===== config.mk =====
export PLATFORM = sky130hd
export DESIGN_NAME = dut_word_packer
export DESIGN_NICKNAME = d
export VERILOG_FILES = /design/src/rtl/dut_word_packer.sv
export SDC_FILE = /design/constraint.sdc
export NUM_CORES = 1
export LEC_CHECK = 0
export BUFFER_PORTS_ARGS = -buffer_cell sky130_fd_sc_hd__buf_4
export CAP_MARGIN = 10
export CORE_MARGIN = 2
export CORE_UTILIZATION = 55
export CTS_CLUSTER_DIAMETER = 150
export CTS_CLUSTER_SIZE = 16
export DETAILED_ROUTE_END_ITERATION = 8
export GPL_ROUTABILITY_DRIVEN = 1
export PLACE_DENSITY_LB_ADDON = 0.2
export SLEW_MARGIN = 20
export SYNTH_ARGS = -nofsm -noshare
export SYNTH_HDL_FRONTEND = slang
export SYNTH_SLANG_ARGS = --single-unit

===== constraint.sdc =====
create_clock -name CLK -period 3.19 [get_ports CLK]
set_input_delay 0 -clock CLK [delete_from_list [all_inputs] [get_ports CLK]]
set_output_delay 0 -clock CLK [all_outputs]
set_load 0.005 [all_outputs]

===== src/rtl/dut_word_packer.sv =====
// dut_word_packer
// Drains a byte stream (in_rdy/in_en/in_value) and packs it little-endian
// into 32-bit words. Each frame's length is loaded through len_en/len_rdy;
// the final word of a frame carries partial byte enables and out_last.
// Words leave through a single-entry valid/ready output register while a
// separate 3-byte accumulator keeps filling the next word.
// Optional feature: define PACKER_PARITY_EN to add out_parity[3:0]
// (per-lane even parity, zero for disabled lanes).
module dut_word_packer #(
  parameter int CNT_W = 16
) (
  input  logic             CLK,
  input  logic             RST,
  input  logic [7:0]       in_value,
  input  logic             in_rdy,
  output logic             in_en,
  input  logic [7:0]       len_value,
  input  logic             len_en,
  output logic             len_rdy,
  output logic [31:0]      out_word,
  output logic [3:0]       out_be,
  output logic             out_last,
  output logic             out_valid,
  input  logic             out_ready,
`ifdef PACKER_PARITY_EN
  output logic [3:0]       out_parity,
`endif
  output logic [CNT_W-1:0] frame_count
);

  typedef enum logic [0:0] {
    S_IDLE = 1'b0,
    S_FILL = 1'b1
  } state_t;

  // Control state
  state_t           r_state;
  state_t           w_state_nxt;
  logic [8:0]       r_remaining;   // bytes still to accept in this frame (1..256)
  logic [1:0]       r_idx;         // next lane to fill
  logic [23:0]      r_acc;         // lanes 0..2 of the word being built

  // Output register
  logic [31:0]      r_word;
  logic [3:0]       r_be;
  logic             r_last;
  logic             r_valid;
  logic [CNT_W-1:0] r_count;
`ifdef PACKER_PARITY_EN
  logic [3:0]       r_parity;
`endif

  // Combinational helpers
  logic             w_completing;
  logic             w_last_byte;
  logic             w_blocked;
  logic             w_take;
  logic             w_len_take;
  logic             w_handshake;
  logic             w_load;
  logic [31:0]      w_word_nxt;
  logic [3:0]       w_be_nxt;

`ifdef PACKER_PARITY_EN
  // Per-lane parity bit: XOR of the lane, forced to 0 for disabled lanes.
  function automatic logic [3:0] lane_parity(input logic [31:0] word,
                                             input logic [3:0]  be);
    logic [3:0] p;
    p = 4'b0000;
    for (int k = 0; k < 4; k++) begin
      p[k] = (^word[8*k +: 8]) & be[k];
    end
    return p;
  endfunction
`endif

  // A byte closes the current word when it fills lane 3 or ends the frame.
  assign w_last_byte  = (r_remaining == 9'd1);
  assign w_completing = (r_idx == 2'd3) || w_last_byte;
  assign w_handshake  = r_valid && out_ready;

  // A completing byte cannot be taken while the output register is still
  // occupied and not being drained this cycle; partial bytes always can.
  assign w_blocked    = w_completing && r_valid && !out_ready;
  assign w_take       = (r_state == S_FILL) && in_rdy && !w_blocked;
  assign w_load       = w_take && w_completing;
  assign w_len_take   = (r_state == S_IDLE) && len_en;

  assign in_en        = w_take;
  assign len_rdy      = (r_state == S_IDLE);

  // State register.
  always_ff @(posedge CLK or posedge RST) begin
    if (RST) begin
      r_state <= S_IDLE;
    end else begin
      r_state <= w_state_nxt;
    end
  end

  // Next-state logic: a length starts a frame, the frame's last byte ends it.
  always_comb begin
    w_state_nxt = r_state;
    case (r_state)
      S_IDLE: begin
        if (len_en) begin
          w_state_nxt = S_FILL;
        end else begin
          w_state_nxt = S_IDLE;
        end
      end
      S_FILL: begin
        if (w_take && w_last_byte) begin
          w_state_nxt = S_IDLE;
        end else begin
          w_state_nxt = S_FILL;
        end
      end
      default: begin
        w_state_nxt = S_IDLE;
      end
    endcase
  end

  // Assemble the outgoing word: accumulated lanes below idx plus the new
  // byte at lane idx; lanes above idx stay zero.
  always_comb begin
    w_word_nxt = 32'h0000_0000;
    w_be_nxt   = 4'b0000;
    case (r_idx)
      2'd0: begin
        w_word_nxt = {24'h00_0000, in_value};
        w_be_nxt   = 4'b0001;
      end
      2'd1: begin
        w_word_nxt = {16'h0000, in_value, r_acc[7:0]};
        w_be_nxt   = 4'b0011;
      end
      2'd2: begin
        w_word_nxt = {8'h00, in_value, r_acc[15:0]};
        w_be_nxt   = 4'b0111;
      end
      2'd3: begin
        w_word_nxt = {in_value, r_acc};
        w_be_nxt   = 4'b1111;
      end
      default: begin
        w_word_nxt = 32'h0000_0000;
        w_be_nxt   = 4'b0000;
      end
    endcase
  end

  // Frame bookkeeping and accumulator: load length, then track lane/remaining.
  always_ff @(posedge CLK or posedge RST) begin
    if (RST) begin
      r_remaining <= 9'd0;
      r_idx       <= 2'd0;
      r_acc       <= 24'h00_0000;
    end else if (w_len_take) begin
      r_remaining <= (len_value == 8'd0) ? 9'd256 : {1'b0, len_value};
      r_idx       <= 2'd0;
      r_acc       <= 24'h00_0000;
    end else if (w_take) begin
      r_remaining <= r_remaining - 9'd1;
      if (w_completing) begin
        r_idx <= 2'd0;
        r_acc <= 24'h00_0000;
      end else begin
        r_idx <= r_idx + 2'd1;
        case (r_idx)
          2'd0:    r_acc[7:0]   <= in_value;
          2'd1:    r_acc[15:8]  <= in_value;
          2'd2:    r_acc[23:16] <= in_value;
          default: r_acc        <= r_acc;
        endcase
      end
    end
  end

  // Output register: a reload wins over the drain of the previous word.
  always_ff @(posedge CLK or posedge RST) begin
    if (RST) begin
      r_word   <= 32'h0000_0000;
      r_be     <= 4'b0000;
      r_last   <= 1'b0;
      r_valid  <= 1'b0;
`ifdef PACKER_PARITY_EN
      r_parity <= 4'b0000;
`endif
    end else if (w_load) begin
      r_word   <= w_word_nxt;
      r_be     <= w_be_nxt;
      r_last   <= w_last_byte;
      r_valid  <= 1'b1;
`ifdef PACKER_PARITY_EN
      r_parity <= lane_parity(w_word_nxt, w_be_nxt);
`endif
    end else if (w_handshake) begin
      r_valid  <= 1'b0;
    end
  end

  // Completed-frame counter: one count per delivered last word, wrapping.
  always_ff @(posedge CLK or posedge RST) begin
    if (RST) begin
      r_count <= {CNT_W{1'b0}};
    end else if (w_handshake && r_last) begin
      r_count <= r_count + CNT_W'(1);
    end
  end

  assign out_word    = r_word;
  assign out_be      = r_be;
  assign out_last    = r_last;
  assign out_valid   = r_valid;
  assign frame_count = r_count;
`ifdef PACKER_PARITY_EN
  assign out_parity  = r_parity;
`endif

endmodule


Word level (Yosys, flattened, before mapping) --
Index checks and enable logic that the tools add are counted.
Cells by class: add/subtract/negate cells 3, equality and inequality tests 4, multiplexer cells 19, bitwise operators 1, reduce and logical (&&, ||, !) cells 22
Operators by type and width (count):
- 32-bit one-hot mux with 4 select lines | 1
- 24-bit two-way mux | 3
- 9-bit two-way mux | 3
- 8-bit two-way mux | 3
- 16-bit by 1-bit adder with 16-bit output (second input constant) | 1
- 4-bit one-hot mux with 4 select lines | 1
- 9-bit by 1-bit equality test with 1-bit output (second input constant) | 1
- 1-bit logical AND | 9
- 3-bit nonzero test | 3
- 9-bit by 1-bit subtractor with 9-bit output (second input constant) | 1
- 8-bit logical NOT | 1
- 2-bit two-way mux | 3
- 2-bit AND reduction | 3
- 2-bit equality test (second input constant) | 2
- 1-bit two-way mux | 4
- 2-bit nonzero test | 2
- 2-bit by 1-bit adder with 2-bit output (second input constant) | 1
- 2-bit by 1-bit equality test with 1-bit output (second input constant) | 1
- 1-bit logical NOT | 2
- 2-bit logical NOT | 1
- 1-bit one-hot mux with 2 select lines | 1
- 1-bit logical OR | 1
- 1-bit inverter | 1
Word-level totals: register bits 90, input bits 21, output and inout port bits 56, logic and storage cells 60

Longest topological paths before layout --
Gate-level depths: netlist of run 1.
depth after elaboration 9, depth in mapped cells 9, gate-level depth less buffers 8

Worst setup path after synthesis of run 1 --
OpenSTA, ideal clock, no wires.
path kind register -> register, start point reg r_idx[0], end point reg r_remaining[6], setup time 0.126 ns, data arrival time 1.774 ns, required time 3.064 ns, path slack 1.290 ns, stages on the path, launching flop included 9, path buffers 1, period minus slack after synthesis 1.900 ns, path through dfrtp_1 -> ha_1 -> nand3b_1 -> a21oi_4 -> nor2_8 -> inv_4 -> buf_6 -> a31oi_1 -> a221o_1
Between the ends: cells in the longest elaborated chain, start to end 7
Ends and longest elaborated chain:
- from (decl) | RTL line 40 | logic [1:0] r_idx;
- from (signal assigned) | RTL line 170 | r_idx <= r_idx + 2'd1;
- 2-bit equality test | RTL line 79 | assign w_completing = (r_idx == 2'd3) || w_last_byte;
- 1-bit logical OR | RTL line 79
- 1-bit logical AND (2 in a row) | RTL line 84 | assign w_blocked = w_completing && r_valid && !out_ready;
- 1-bit logical NOT | RTL line 85 | assign w_take = (r_state == S_FILL) && in_rdy && !w_blocked;
- 1-bit logical AND | RTL line 85
- net in_en | RTL line 16 | output logic in_en,
- 2-bit nonzero test (no line)
- to (signal assigned) | RTL line 161 | r_remaining <= (len_value == 8'd0) ? 9'd256 : {1'b0, len_value};
- to (signal assigned) | RTL line 165 | r_remaining <= r_remaining - 9'd1;
- to (decl) | RTL line 39 | logic [8:0] r_remaining;
The timed path passes the listed nets, and every way through them passes these cells. A chain may end at the register's enable or synchronous reset.

Worst setup path after layout of run 1 --
start point reg r_idx[1], end point out in_en
Between the ends: cells in the longest elaborated chain, start to end 6
Ends and longest elaborated chain (RTL line):
- 2-bit equality test | 79
- 1-bit logical OR | 79
- 1-bit logical AND (2 in a row) | 84
- 1-bit logical NOT | 85
- 1-bit logical AND | 85
- to (decl) | 16
Every way passes these cells.

==> results.json, run 1 <==
{
  "status": "complete, no violations",
  "holdWs_ps": 142.3,
  "powerDensity_nw_per_um2": 820.1,
  "register_area_sq_um": 2252,
  "hpwl_um": 6357,
  "path_class": "reg2out",
  "yosysSeqAreaShare": 0.5412,
  "finalHoldViolations": 0,
  "critPathSlowestCell": "dfrtp_1",
  "final_layout_size_suffix_gt1_frac": 0.2889,
  "drtIter0Drc": 194,
  "maxCapViolCount": 0,
  "cp_top_family": "flip-flops",
  "rrSetupSlack_ps": 820,
  "worst_pin_slew_ps": 664.6,
  "worstSetupPathDepth": 6,
  "fin_area_sq_um": 5210,
  "start_util": 0.5707,
  "yosysWarnings": 0,
  "worstRegToRegCells": 7,
  "rsz0062_at_grt": "no",
  "wirelength_um": 9159,
  "slew_headroom": 0.5569,
  "routabilityCongestion": 0.9293,
  "io_buffer_count": 76,
  "grt_max_degree": 55,
  "io_pins": 77,
  "postPlaceCellArea_sq_um": 4815,
  "worstReg2RegEnd": "r_remaining[6]",
  "cts.clk_slew.worst_paths_ps": 80,
  "total_leakage_power_nw": 2.427,
  "nets": 475,
  "crit_fanout": 14,
  "fmax_ghz": 0.4209,
  "cts_root_buffer": "clkbuf_8",
  "multi_input_area_sq_um": 1777,
  "cts_hold_buf": 19,
  "cts_sinks": 90,
  "syn-cell-area_sq_um": 4161,
  "arrival_ps": 2380,
  "cts_made_buffers": 9,
  "antenna_left": 0,
  "cp.buffers_inverters": 2,
  "fp.dieW_um": 90.99,
  "worstHoldEndpoint": "r_state",
  "synth.distinct_cells": 47,
  "post-route-period-util": 0.7449,
  "finalMaxSlewViolations": 0,
  "critPathCaptureType": "output pin",
  "area_growth_pct": 25.20,
  "diodes": 0,
  "postSynthCellCount": 355,
  "remaining_drc_errors": 0,
  "grt_pass1_vias": 3100,
  "peakVddDrop_v": 0.0004185,
  "num-fill-cells": 550,
  "dieArea_sq_um": 8278,
  "num_vias": 3165,
  "fin_crit_ps": 2376,
  "r2r_start": "r_idx[1]",
  "grt_pass1_wl_um": 15610,
  "wire_per_inst_um": 16.68,
  "core-area_sq_um": 7292,
  "firstDrtPassIters": 5,
  "max_stage_delay_ps": 530,
  "hold_class": "in2reg",
  "cp.required_ps": 3190,
  "syn_area_per_cell_sq_um": 11.72,
  "cts_buffer_depth": 2,
  "hold_depth": 3,
  "cts_tree": "done",
  "fin_setup_tns_ps": 0,
  "clk_latency_ps": 360,
  "path_cells": "ha_1 > nand3b_1 > a21oi_4 > nor2_8 > inv_4 > buf_4",
  "grt-ovfl-total": 0,
  "antenna_found_initial": 0,
  "hold_start": "len_en",
  "cp-start-kind": "register",
  "synth_nets": 385,
  "track_usage": 0.2363,
  "setup_viol": 0,
  "h-tree-depth": 3,
  "finClkSkew_ps": 8.892,
  "cts-resized-gates": 0,
  "ys_seq_elements": 90,
  "row_count": 31,
  "fp.dieH_um": 90.99,
  "cts_setup_buffers": 0,
  "post_drt_via_cell_ratio": 5.765
}
## cell usage in the layout, fill, tap and decap left out, drive strengths merged, types with 13 or more instances in the layout
cell and instances:
buf 81, a22oi 24, nor2 13, o21ai 16, nand2 40, a22o 32, o31ai 18, clkbuf 13
dlygate4sd3 19, dfrtp 90
## stage by stage
step	instances	worst slack (ps)	total power [mW]	util
after detailed placement	514	849.0	3.464	0.6603
after floorplan	355	854.7	2.852	-
after global placement	514	937.0	3.398	0.6603
after global routing	549	659.5	4.558	0.7145
final	549	813.9	4.273	0.7145
after CTS	549	816.7	4.297	0.7145
## sequential cells by signal (all words and copies together) (netlist names), 2 cells and up
signal / cells
out_word: 32
r_acc: 24
frame_count: 16
r_remaining: 9
out_be: 4
r_idx: 2
## worst max path at each step
stage          startpoint             end  slack [ps]
2_1_floorplan         RST  frame_count[0]         850
3_3_place_gp     r_idx[1]  r_remaining[6]         940
3_5_place_dp     r_idx[1]  r_remaining[6]         850
4_1_cts          r_idx[1]           in_en         820
5_1_grt          r_idx[1]  r_remaining[6]         660
6_report         r_idx[1]           in_en         810
## metal layers
layer  vias up  share of wire  GRT usage
li1       1485              -          -
met1      1574           0.47     0.3380
met4         0          0.011    0.09596
met3         8          0.050    0.03983
met5         -              0          0
met2        98           0.47     0.3617
## layout make-up
class | instances | area share
inverter | 10 | 0.007925
tap | 99 | 0.02378
timing repair buffer | 100 | 0.1556
clock buffer | 13 | 0.03050
sequential | 90 | 0.4323
clock inverter | 3 | 0.008886
multi-input combinational | 234 | 0.3410
## kinds of logic after synthesis
logic type               Yosys count  share of synthesized area
AND/OR/NAND/NOR                   96                     0.1251
buffers and inverters             31                    0.03367
adder cells (fa/ha/maj)            9                    0.02706
flip-flops                        90                     0.5412
multiplexers                       2                   0.005412
XOR/XNOR                          19                    0.03999
AO/OA/AOI/OAI                    108                     0.2276
## Yosys cell counts (all sizes together)
cell type	n	area, sq um
nand3	10	50.05
nor2	13	65.06
clkbuf	14	52.55
a22oi	24	180.2
o22ai	3	60.06
ha	9	112.6
xor2	7	61.31
a221o	1	10.01
mux2	2	22.52
o22a	2	17.52
a32oi	2	17.52
a21oi	5	36.29
nand4	4	25.02
and2	5	32.54
xnor2	12	105.1
o21ai	16	83.83
buf	7	47.54
dfrtp	90	2252
and3	3	18.77
nor2b	1	6.260
nor4b	1	23.77
a22o	32	280.3
and4b	1	10.01
nand2b	2	12.51
inv	10	40.04
nand2	40	150.1
a31oi	1	6.260
o31ai	18	215.2
or3	1	6.260
a211oi	2	25.02
or2	1	6.260
and4	1	8.760
nand3b	2	15.01
o211ai	2	15.01
nor4	4	40.04
nor3	7	50.05
## where the power goes
part	switching [mW]	internal, mW
Clock	0.399	0.409
Combinational	0.844	0.795
Sequential	0.319	1.51
Total	1.56	2.71
## worst register-to-register path, stage by stage, from the launching register on
cell and delay [ps]:
dfrtp_1 530, ha_1 450, nand3b_1 310, a21oi_4 310
nor2_8 60, inv_4 190, a31oi_1 120, a221o_1 280
(Power assumes the default switching activity.)
==> inputs of run 2 (changes only) <==
- CORE_UTILIZATION: 55 -> 50
- clock period: 3.19 -> 2.1 ns (I/O delays scaled with it)
==> run 2 against run 1 <==
Compared with the run above: clock skew grew 2.7 ps; hold slack worse by 80 ps; worst setup slack got worse by 640 ps; via count up 0.57%; sequential power increased by 50%; critical path type unchanged; clock-buffer cell count shrank 2.
==> results.json, run 2 (synthesized netlist as in run 1, its figures left out) <==
{
  "io_pins": 77,
  "slew_headroom": 0.6585,
  "grt_pass1_wl_um": 15530,
  "diodes": 0,
  "finalMaxSlewViolations": 0,
  "routabilityCongestion": 0.8171,
  "remaining_drc_errors": 0,
  "antenna_found_initial": 0,
  "post_drt_via_cell_ratio": 5.614,
  "postPlaceCellArea_sq_um": 4940,
  "antenna_left": 0,
  "cts_root_buffer": "clkbuf_8",
  "finClkSkew_ps": 11.60,
  "rsz0062_at_grt": "no",
  "fin_area_sq_um": 5326,
  "cts_setup_buffers": 0,
  "endpoint": "in_en",
  "rrSetupSlack_ps": 190,
  "maxCapViolCount": 0,
  "dieArea_sq_um": 9069,
  "cts-resized-gates": 0,
  "wirelength_um": 9329,
  "hpwl_um": 6652,
  "fmax_ghz": 0.5186,
  "start_util": 0.5116,
  "holdWs_ps": 62.38,
  "grt-ovfl-total": 0,
  "fin_setup_tns_ps": 0,
  "num_vias": 3183,
  "io_buffer_count": 76,
  "worst_pin_slew_ps": 512.2,
  "core-area_sq_um": 8134,
  "multi_input_area_sq_um": 1777,
  "wire_per_inst_um": 16.45,
  "track_usage": 0.2236,
  "fin_crit_ps": 1928,
  "worstReg2RegEnd": "r_remaining[6]",
  "finalHoldViolations": 0,
  "fp.dieW_um": 95.23,
  "cts_tree": "done",
  "hold_class": "in2reg",
  "cts_made_buffers": 9,
  "worstRegToRegCells": 7,
  "setup_ws_ps": 171.6,
  "hold_start": "len_en",
  "total_leakage_power_nw": 2.491,
  "cp.required_ps": 2100,
  "h-tree-depth": 3,
  "grt_max_degree": 36,
  "clk_latency_ps": 360,
  "area_growth_pct": 27.99,
  "grt_pass1_vias": 3142,
  "status": "complete, no violations",
  "arrival_ps": 1930,
  "cts_sinks": 90,
  "crit_path_start": "r_remaining[0]",
  "firstDrtPassIters": 4,
  "hold_depth": 4,
  "place_ws_ps": 206.0,
  "largest_reg_flops": 32,
  "setup_viol": 0,
  "cts.clk_slew.worst_paths_ps": 90,
  "nets": 487,
  "drtIter0Drc": 131,
  "num-fill-cells": 640,
  "r2r_start": "r_remaining[0]",
  "final_cell_mix": "90 x dfrtp_1, 90 x buf_4, 40 x nand2_1",
  "crit_fanout": 13,
  "critPathCaptureType": "output pin",
  "path_class": "reg2out",
  "fp.dieH_um": 95.23,
  "cts_buffer_depth": 2,
  "row_count": 33,
  "cp-start-kind": "register",
  "peakVddDrop_v": 0.0006867,
  "register_area_sq_um": 2252,
  "final_layout_size_suffix_gt1_frac": 0.3117,
  "powerDensity_nw_per_um2": 1232,
  "post-route-period-util": 0.9183
}
[run 2: cell types whose count changed in the layout (fill, tap and decap cells not counted), sizes merged]
cell	delta
buf	+12
bufinv	-1
clkbuf	-2
clkinvlp	+1
inv	+2
[run 2: critical path, cell delays in order (launching register included)]
cell and delay [ps]:
dfrtp_1 460, ha_1 230, nor4b_4 140, a21oi_4 320, nor2_8 60, inv_4 190, buf_4 150
[run 2: area by class of cell]
class,count,share of cell area
timing repair buffer,112,0.1738
inverter,10,0.008222
multi-input combinational,234,0.3336
sequential,90,0.4228
clock inverter,5,0.008457
tap,105,0.02467
clock buffer,11,0.02842
[run 2: what timing repair did]
action | CTS | global route
hold endpoints to repair | 79 | 0
hold buffers | 19 | 0
endpoints found under the setup margin | 0 | 0
[run 2: per-layer routing]
metal	share of wire	wire (um)	GRT usage
met5	0	0	0
met4	0.016	147	0.08696
met3	0.050	467	0.03715
met2	0.45	4242	0.3351
met1	0.48	4472	0.3259
[run 2: worst min path at each step]
stage | to | slack [ps]
floorplan | r_remaining[4] | 120
global route | r_state | 100
detailed placement | out_word[14] | 50
global placement | out_word[14] | 50
CTS | r_state | 50
finish | r_state | 60
[run 2: power by group]
group / switching [mW] / total, mW / internal [mW] / leakage, nW
Clock: 0.663 / 1.18 / 0.514 / 0.0985
Sequential: 0.450 / 2.74 / 2.29 / 1.17
Combinational: 1.34 / 2.64 / 1.30 / 1.22
Total: 2.46 / 6.56 / 4.10 / 2.49
[run 2: stage by stage]
step,utilization,power (mW),instances
floorplan,-,4.333,355
global placement,0.6073,5.296,532
detailed placement,0.6073,5.386,532
CTS,0.6548,6.599,567
global route,0.6548,7.017,567
finish,0.6548,6.560,567
